[src/rtl/spi_dac_seq.sv]
// spi_dac_seq: multi-channel SPI DAC sequencer.
// Accepts one update of up to NUM_CH channel words, sends one SPI frame per
// selected channel (ascending index, sync low per frame), then pulses ldac low
// once so every written channel updates together.
// Optional build macro SPI_DAC_SEQ_SKIP_UNCHANGED_EN: keep a per-channel shadow
// of the last word sent and drop channels whose requested word is unchanged.
//
// Handshake: an update is taken on any rising edge where s_valid && s_ready;
// s_ready is high only in IDLE outside reset, s_valid may be held high across
// back-to-back updates, and inputs are ignored on every other cycle.
module spi_dac_seq #(
   parameter int NUM_CH      = 8,
   parameter int DATA_WIDTH  = 16,
   parameter int CLK_DIV     = 3,
   parameter int SYNC_GAP    = 2,
   parameter int LDAC_CYCLES = 4
) (
   input  logic                         clk,
   input  logic                         rst,
   input  logic [NUM_CH*DATA_WIDTH-1:0] s_data,
   input  logic [NUM_CH-1:0]            s_mask,
   input  logic [3:0]                   s_cmd,
   input  logic                         s_valid,
   output logic                         s_ready,
   output logic                         busy,
   output logic                         sync,
   output logic                         sclk,
   output logic                         sdi,
   output logic                         ldac,
   output logic [2:0]                   dbg_state_o
);

   localparam int FRAME_BITS = 8 + DATA_WIDTH;
   localparam int FRAME_CYC  = FRAME_BITS << CLK_DIV;
   localparam int GAP_CYC    = SYNC_GAP << CLK_DIV;
   localparam int MAX_FG     = (FRAME_CYC > GAP_CYC) ? FRAME_CYC : GAP_CYC;
   localparam int MAX_CYC    = (MAX_FG > LDAC_CYCLES) ? MAX_FG : LDAC_CYCLES;
   localparam int CNT_W      = $clog2(MAX_CYC + 1);

   // SELECT has no state of its own: the next channel is chosen
   // combinationally on the cycle that leaves IDLE or GAP.
   typedef enum logic [2:0] {
      ST_IDLE  = 3'd0,
      ST_FRAME = 3'd1,
      ST_GAP   = 3'd2,
      ST_LDAC  = 3'd3,
      ST_EMPTY = 3'd4
   } state_t;

   state_t                         state_q, state_d;
   logic [CNT_W-1:0]               cnt_q, cnt_d;
   logic [NUM_CH-1:0]              pend_q, pend_d;
   logic [3:0]                     ch_q, ch_d;
   logic [FRAME_BITS-1:0]          shift_q, shift_d;
   logic [NUM_CH*DATA_WIDTH-1:0]   data_q, data_d;
   logic [3:0]                     cmd_q, cmd_d;

   logic [NUM_CH-1:0]              eff_mask;
   logic [NUM_CH-1:0]              sel_mask;
   logic [NUM_CH*DATA_WIDTH-1:0]   sel_data;
   logic [3:0]                     sel_cmd;
   logic [3:0]                     sel_idx;
   logic [FRAME_BITS-1:0]          sel_word;
   logic                           frame_done;
   logic                           bit_end;

   // Lowest set bit of a channel mask (0 when the mask is empty).
   function automatic logic [3:0] lowest_idx(input logic [NUM_CH-1:0] m);
      logic [3:0] r;
      r = '0;
      for (int i = NUM_CH - 1; i >= 0; i--) begin
         if (m[i]) r = 4'(i);
      end
      return r;
   endfunction

   // Channel word mux written as a loop so the index never exceeds the range.
   function automatic logic [DATA_WIDTH-1:0] word_of(input logic [NUM_CH*DATA_WIDTH-1:0] d,
                                                     input logic [3:0] idx);
      logic [DATA_WIDTH-1:0] w;
      w = '0;
      for (int i = 0; i < NUM_CH; i++) begin
         if (idx == 4'(i)) w = d[i*DATA_WIDTH +: DATA_WIDTH];
      end
      return w;
   endfunction

   assign frame_done = (state_q == ST_FRAME) && (cnt_q == CNT_W'(FRAME_CYC - 1));
   assign bit_end    = (cnt_q[CLK_DIV-1:0] == {CLK_DIV{1'b1}});

`ifdef SPI_DAC_SEQ_SKIP_UNCHANGED_EN
   logic [DATA_WIDTH-1:0] shadow_q [NUM_CH];
   logic [NUM_CH-1:0]     shadow_vld_q;

   // Drop channels whose requested word equals the last word sent to them.
   always_comb begin
      eff_mask = s_mask;
      for (int i = 0; i < NUM_CH; i++) begin
         if (shadow_vld_q[i] && (s_data[i*DATA_WIDTH +: DATA_WIDTH] == shadow_q[i]))
            eff_mask[i] = 1'b0;
      end
   end

   // Record a channel's word once its frame has fully gone out.
   always_ff @(posedge clk) begin
      if (rst) begin
         shadow_vld_q <= '0;
      end else if (frame_done) begin
         for (int i = 0; i < NUM_CH; i++) begin
            if (ch_q == 4'(i)) begin
               shadow_vld_q[i] <= 1'b1;
               shadow_q[i]     <= word_of(data_q, ch_q);
            end
         end
      end
   end
`else
   assign eff_mask = s_mask;
`endif

   // Channel selection: live inputs when leaving IDLE, captured update otherwise.
   always_comb begin
      sel_mask = pend_q;
      sel_data = data_q;
      sel_cmd  = cmd_q;
      if (state_q == ST_IDLE) begin
         sel_mask = eff_mask;
         sel_data = s_data;
         sel_cmd  = s_cmd;
      end
      sel_idx  = lowest_idx(sel_mask);
      sel_word = {sel_cmd, sel_idx, word_of(sel_data, sel_idx)};
   end

   // Next-state and datapath updates.
   always_comb begin
      state_d = state_q;
      cnt_d   = cnt_q;
      pend_d  = pend_q;
      ch_d    = ch_q;
      shift_d = shift_q;
      data_d  = data_q;
      cmd_d   = cmd_q;
      case (state_q)
         ST_IDLE: begin
            if (s_valid) begin
               data_d = s_data;
               cmd_d  = s_cmd;
               cnt_d  = '0;
               pend_d = eff_mask;
               if (eff_mask == '0) begin
                  state_d = ST_EMPTY;
               end else begin
                  ch_d    = sel_idx;
                  shift_d = sel_word;
                  state_d = ST_FRAME;
               end
            end
         end
         ST_FRAME: begin
            cnt_d = cnt_q + 1'b1;
            if (bit_end) shift_d = {shift_q[FRAME_BITS-2:0], 1'b0};
            if (frame_done) begin
               cnt_d = '0;
               for (int i = 0; i < NUM_CH; i++) begin
                  if (ch_q == 4'(i)) pend_d[i] = 1'b0;
               end
               state_d = ST_GAP;
            end
         end
         ST_GAP: begin
            cnt_d = cnt_q + 1'b1;
            if (cnt_q == CNT_W'(GAP_CYC - 1)) begin
               cnt_d = '0;
               if (pend_q != '0) begin
                  ch_d    = sel_idx;
                  shift_d = sel_word;
                  state_d = ST_FRAME;
               end else begin
                  state_d = ST_LDAC;
               end
            end
         end
         ST_LDAC: begin
            cnt_d = cnt_q + 1'b1;
            if (cnt_q == CNT_W'(LDAC_CYCLES - 1)) begin
               cnt_d   = '0;
               state_d = ST_IDLE;
            end
         end
         ST_EMPTY: begin
            state_d = ST_IDLE;
         end
         default: begin
            state_d = ST_IDLE;
         end
      endcase
   end

   // State register; reset abandons any update in flight.
   always_ff @(posedge clk) begin
      if (rst) begin
         state_q <= ST_IDLE;
         cnt_q   <= '0;
         pend_q  <= '0;
         ch_q    <= '0;
         shift_q <= '0;
         data_q  <= '0;
         cmd_q   <= '0;
      end else begin
         state_q <= state_d;
         cnt_q   <= cnt_d;
         pend_q  <= pend_d;
         ch_q    <= ch_d;
         shift_q <= shift_d;
         data_q  <= data_d;
         cmd_q   <= cmd_d;
      end
   end

   // Pin decode: sclk is the top bit of the in-bit cycle counter, so it is
   // low for the first half of each bit period and sdi only moves while low.
   assign s_ready     = (state_q == ST_IDLE) && !rst;
   assign busy        = (state_q != ST_IDLE);
   assign sync        = (state_q != ST_FRAME);
   assign sclk        = (state_q == ST_FRAME) && cnt_q[CLK_DIV-1];
   assign sdi         = (state_q == ST_FRAME) && shift_q[FRAME_BITS-1];
   assign ldac        = (state_q != ST_LDAC);
   assign dbg_state_o = state_q;

endmodule

[config.mk]
export PLATFORM = sky130hd
export DESIGN_NAME = spi_dac_seq
export DESIGN_NICKNAME = d
export VERILOG_FILES = /design/src/rtl/spi_dac_seq.sv
export SDC_FILE = /design/constraint.sdc
export NUM_CORES = 1
export LEC_CHECK = 0
export ABC_CLOCK_PERIOD_IN_PS = 6100
export CAP_MARGIN = 30
export CORE_MARGIN = 1.5
export CORE_UTILIZATION = 50
export DETAILED_ROUTE_END_ITERATION = 7
export PLACE_DENSITY = 0.78
export SETUP_SLACK_MARGIN = 0.5
export SLEW_MARGIN = 20
export SYNTH_ARGS = -nofsm -noshare
export SYNTH_HDL_FRONTEND = slang
export SYNTH_SLANG_ARGS = --single-unit
export TNS_END_PERCENT = 1
[constraint.sdc]
create_clock -name clk -period 6.1 [get_ports clk]
set_clock_uncertainty 0.05 [all_clocks]
set_input_delay 0.915 -clock clk [delete_from_list [all_inputs] [get_ports clk]]
set_output_delay 0.915 -clock clk [all_outputs]
set_load 0.005 [all_outputs]
==> results of run 1 <==
-- state kept, by name (all words and copies together) (netlist names) --
name and cells:
ch_q 3, cmd_q 4, cnt_q 8, data_q 128, dbg_state_o 3, pend_q 8, shift_q 24
-- worst register-to-register path, stage by stage, from the launching register on --
cell     delay [ps]
dfxtp_1         470
nor3_4          620
buf_4           470
buf_4           790
nand2_4         650
buf_4           580
nand2_1         230
a21oi_1          80
-- where the power goes --
group / internal (mW) / total [mW] / switching (mW)
clock: 0.648 / 1.14 / 0.491
sequential: 1.38 / 1.52 / 0.139
combinational: 0.856 / 2.52 / 1.66
-- Yosys cell counts, drive strengths merged (2+ instances only) --
library cell	n
o2bb2ai	15
and3	48
nand2b	6
nor2	82
inv	8
or3	4
o22ai	2
nor4	2
a32oi	2
a311oi	2
mux2i	34
dfxtp	178
nand3	9
or2	2
and2	6
nand2	386
clkbuf	90
a31oi	53
o31a	3
o211ai	5
a221oi	3
buf	23
a21oi	246
o31ai	2
a22oi	3
or4	4
ha	2
o21ai	24
a221o	17
nor2b	3
nand4	16
nor3	41
a211oi	4
nand3b	4
nor3b	6
-- logic make-up after synthesis --
group | Yosys count
simple gates | 619
compound gates | 389
flops | 178
buf+inv | 122
mux | 34
fa+ha+maj | 2
-- layer usage --
metal,wire [um],up-vias,track usage
li1,-,4855,-
met1,12410,4757,0.4060
met2,14090,500,0.4802
met3,2358,60,0.04957
met4,1025,0,0.1266
met5,0,-,0
-- final timing paths --
path / cells after the start / slack, ps / endpoint
worst min register to register: 2 / 400 / data_q[64]
worst max register to register: 7 / 2020 / data_q[44]
worst min-delay path: 2 / 400 / data_q[64]
worst max-delay path: 7 / 2020 / data_q[44]
-- layout make-up --
class | instances | area, um^2
Clock buffer | 17 | 425.4
Clock inverter | 15 | 180.2
Tap cell | 234 | 292.8
Multi-Input combinational cell | 1044 | 5435
Fill cell | 1683 | 7007
Inverter | 9 | 33.78
Timing Repair Buffer | 173 | 1705
Sequential cell | 178 | 3563
-- stage by stage --
step	cell area, um^2	std cells	setup slack, ps	power, mW	utilization
4_1_cts	11590	1667	2093	5.122	0.6219
5_1_grt	11640	1670	1756	5.492	0.6242
3_5_place_dp	10990	1635	2106	3.983	0.5894
3_3_place_gp	10950	1632	1987	3.929	0.5876
2_1_floorplan	9449	1344	3322	3.271	-
6_report	11640	1670	2020	5.174	0.6242
==> results.json, run 1 <==
{
  "syn_area_per_cell_um2": 7.031,
  "grt_use_total": 0.3014,
  "tightest_slew_ps": 958.5,
  "grt_max_degree": 96,
  "cts_buffer_depth": 2,
  "drive_gt1_frac": 0.06267,
  "slowest_stage": "buf_4",
  "dieHeight_um": 140.5,
  "antenna_found_initial": 0,
  "cp_top_family": "buffers and inverters",
  "firstDrtPassIters": 6,
  "die_w_um": 140.5,
  "arrival_ps": 4330,
  "finalSetupTns_ps": 0,
  "clk_pin_slew_worst_paths_ps": 70,
  "numCtsBuffers": 17,
  "path_class": "register to register",
  "vdd_drop_max_uv": 277.1,
  "period_minus_slack_ps": 4080,
  "synth_top_family_by_area": "simple AND/OR/NAND/NOR gates",
  "synth_cells": 1344,
  "synth_area_leaders": "dfxtp_1 (38%), nand2_1 (15%), a21oi_1 (13%), mux2i_1 (3.6%), clkbuf_1 (3.5%)",
  "drt_iter0_drc": 1160,
  "start_kind": "register",
  "num_antenna_cells": 0,
  "ys_ff_latch": 178,
  "synth_xor_area_frac": 0,
  "synth_top_area_share": 0.3771,
  "cts_resized": 0,
  "drc": 0,
  "fmax_mhz": 245.1,
  "num_rows": 50,
  "syn_area_um2": 9449,
  "p_per_area_nw_per_um2": 444.7,
  "final_common_cell": "nand2_1",
  "end_kind": "register",
  "ios": 152,
  "drv_cap": 0,
  "cp-startpoint": "dbg_state_o[2]",
  "critPathMaxStageDelay_ps": 780,
  "required_ps": 6350,
  "grt-ovfl-total": 0,
  "synth_edf_count": 0,
  "dp_hpwl_mm": 19.99,
  "synth_ff_type": "dfxtp_1",
  "dieArea_um2": 19730,
  "synth_compound_area_frac": 0.2463,
  "yosys.area_share.simple": 0.2852,
  "grt_pass1_wl_mm": 48.08,
  "synth_fa_ha_area_frac": 0.002648,
  "mostFrequentLayoutCells": "nand2_1 (385), a21oi_1 (236), dfxtp_1 (178)",
  "cts_max_level": 4,
  "num_vias": 10170,
  "area_growth_pct": 23.15,
  "min_path_type": "register to register",
  "hp-start": "data_q[64]",
  "crit_path_cell_trace": "nor3_4 > buf_4 > buf_4 > nand2_4 > buf_4 > nand2_1 > a21oi_1",
  "slew_viol_final": 0,
  "grt_pass1_vias": 9217,
  "yosys_warnings": 0,
  "wirelength_mm": 29.89,
  "maxSlewHeadroom": 0.3610,
  "core_area_um2": 18640,
  "cp_max_fo": 67,
  "whs_ps": 401.4,
  "finalHoldViolCount": 0,
  "nets": 1568,
  "initial_core_util": 0.5068,
  "cts_tree": "yes",
  "port_buffers": 151,
  "p_leak_nw": 4.578,
  "crit_top_cell": "buf_4",
  "synth_cell_type_count": 61,
  "syn_nets": 1489,
  "drt.antenna.violating_nets": 0,
  "path_buf_inv": 3,
  "clock-root-buffer": "clkbuf_16",
  "rsz0062_at_grt": "false",
  "synth.area.mux_share": 0.03602,
  "clock_sinks": 178,
  "worstSkewPairLatency_ps": 440,
  "async_flop_share": 0,
  "r2r-start": "dbg_state_o[2]",
  "wire_per_inst_um": 17.90,
  "fin_crit_sh": 0.6689,
  "viasPerCell": 6.091,
  "postCtsSetupRepairBufs": 0,
  "seq_area_frac_synth": 0.3771,
  "place.gp.congestion": 0.9391,
  "synth_top_cell_by_area": "dfxtp_1",
  "status": "completed",
  "cts_hold_buf": 0,
  "setup_violations": 0
}
(Power assumes the default switching activity.)
==> inputs of run 2 (changes only) <==
ABC_CLOCK_PERIOD_IN_PS = 4100   (was 6100)
clock period = 4.1 ns   (was 6.1 ns; I/O delays follow)
==> run 2 against run 1 <==
Effect of this change: clock power grew 65%; combinational power grew 52%; largest power group unchanged; final area rose by 0.87%; non-clock buffer count grew 8; die area stayed put.
==> results.json, run 2 (synthesized netlist as in run 1, its figures left out) <==
{
  "cts_resized": 0,
  "antenna_found_initial": 0,
  "cts_tree": "yes",
  "dieArea_um2": 19730,
  "final_common_cell": "nand2_1",
  "path_class": "register to register",
  "nets": 1576,
  "place_inst": 1645,
  "cts_buffer_depth": 2,
  "crit_path_cell_trace": "nor3_4 > buf_4 > inv_2 > buf_4 > o21ai_2 > or4_1 > a221o_2 > a21oi_1 > o2bb2ai_1",
  "cts_max_level": 4,
  "clk_pin_slew_worst_paths_ps": 70,
  "ios": 152,
  "wirelength_mm": 30.26,
  "top_register": "data_q",
  "min_path_type": "register to register",
  "viasPerCell": 6.070,
  "postPlaceCellArea_um2": 11040,
  "drt.antenna.violating_nets": 0,
  "whs_ps": 400.7,
  "total_power_mw": 7.978,
  "pre_cts_slack_ps": 618.1,
  "numCtsBuffers": 17,
  "cp_top_family": "simple AND/OR/NAND/NOR gates",
  "path_buf_inv": 3,
  "fin_crit_sh": 0.7611,
  "grt_max_degree": 69,
  "area_growth_pct": 24.22,
  "wire_per_inst_um": 18.03,
  "p_per_area_nw_per_um2": 679.7,
  "slew_viol_final": 0,
  "postCtsSetupRepairBufs": 0,
  "firstDrtPassIters": 6,
  "initial_core_util": 0.5068,
  "num_vias": 10190,
  "setup_ws_ps": 979.7,
  "fin_util": 0.6296,
  "clock_sinks": 178,
  "port_buffers": 151,
  "grt_use_total": 0.3062,
  "grt_pass1_vias": 9019,
  "setup_violations": 0,
  "finalHoldViolCount": 0,
  "slowest_stage": "or4_1",
  "clock-root-buffer": "clkbuf_16",
  "rsz0062_at_grt": "false",
  "crit_top_cell": "buf_4",
  "design_area_um2": 11740,
  "grt_pass1_wl_mm": 48.17,
  "core_area_um2": 18640,
  "cp_max_fo": 18,
  "vdd_drop_max_uv": 400.7,
  "p_leak_nw": 4.646,
  "worstSkewPairLatency_ps": 440,
  "critPathMaxStageDelay_ps": 880,
  "finalSetupTns_ps": 0,
  "end_kind": "register",
  "arrival_ps": 3440,
  "num_rows": 50,
  "fmax_mhz": 320.5,
  "place.gp.congestion": 0.9777,
  "dieHeight_um": 140.5,
  "largestRegisters": "data_q (128), shift_q (24)",
  "die_w_um": 140.5,
  "start_kind": "register",
  "largest_reg_flops": 128,
  "final_cells": 1678,
  "drive_gt1_frac": 0.06787,
  "n_fill_cell": 1622,
  "drt_iter0_drc": 1212,
  "grt-ovfl-total": 0,
  "period_minus_slack_ps": 3120,
  "dp_hpwl_mm": 20.25,
  "drc": 0,
  "mostFrequentLayoutCells": "nand2_1 (385), a21oi_1 (236), dfxtp_1 (178)",
  "maxSlewHeadroom": 0.5023,
  "cts_hold_buf": 0,
  "required_ps": 4420,
  "num_antenna_cells": 0,
  "drv_cap": 0,
  "status": "completed",
  "tightest_slew_ps": 746.6
}
==> run 2: worst reg2reg max path, stage by stage, from the launching register on <==
cell	delay, ps
dfxtp_1	600
nor3_4	90
buf_4	220
inv_2	100
buf_4	240
o21ai_2	160
or4_1	880
a221o_2	430
a21oi_1	150
o2bb2ai_1	130
==> run 2: cell type report <==
| type | count | area, um^2 | area share |
|---|---|---|---|
| well taps | 234 | 292.8 | 0.02494 |
| flip-flops and latches | 178 | 3563 | 0.3036 |
| clock buffers | 21 | 480.5 | 0.04093 |
| inverters | 9 | 33.78 | 0.002878 |
| multi-input cells | 1044 | 5415 | 0.4614 |
| repair buffers | 181 | 1754 | 0.1495 |
| clock inverters | 11 | 197.7 | 0.01684 |
==> run 2: path summary, 6_finish.rpt <==
path,startpoint,end,slack [ps],cells after the start
worst min register to register,shift_q[17],shift_q[17],400,2
worst min-delay path,shift_q[17],shift_q[17],400,2
worst max-delay path,dbg_state_o[0],shift_q[3],980,9
worst max register to register,dbg_state_o[0],shift_q[3],980,9
==> run 2: metal layers <==
metal  track usage  routed length, um  vias to the layer above
met1        0.4092              12360                     4774
met2        0.4940              14400                      497
met5             0                  0                        -
met3       0.06359               2511                       63
met4        0.1025                989                        0
li1              -                  -                     4851
==> run 2: power breakdown <==
group	internal, mW	switching [mW]
Clock	1.15	0.730
Combinational	1.32	2.53
Sequential	2.05	0.199
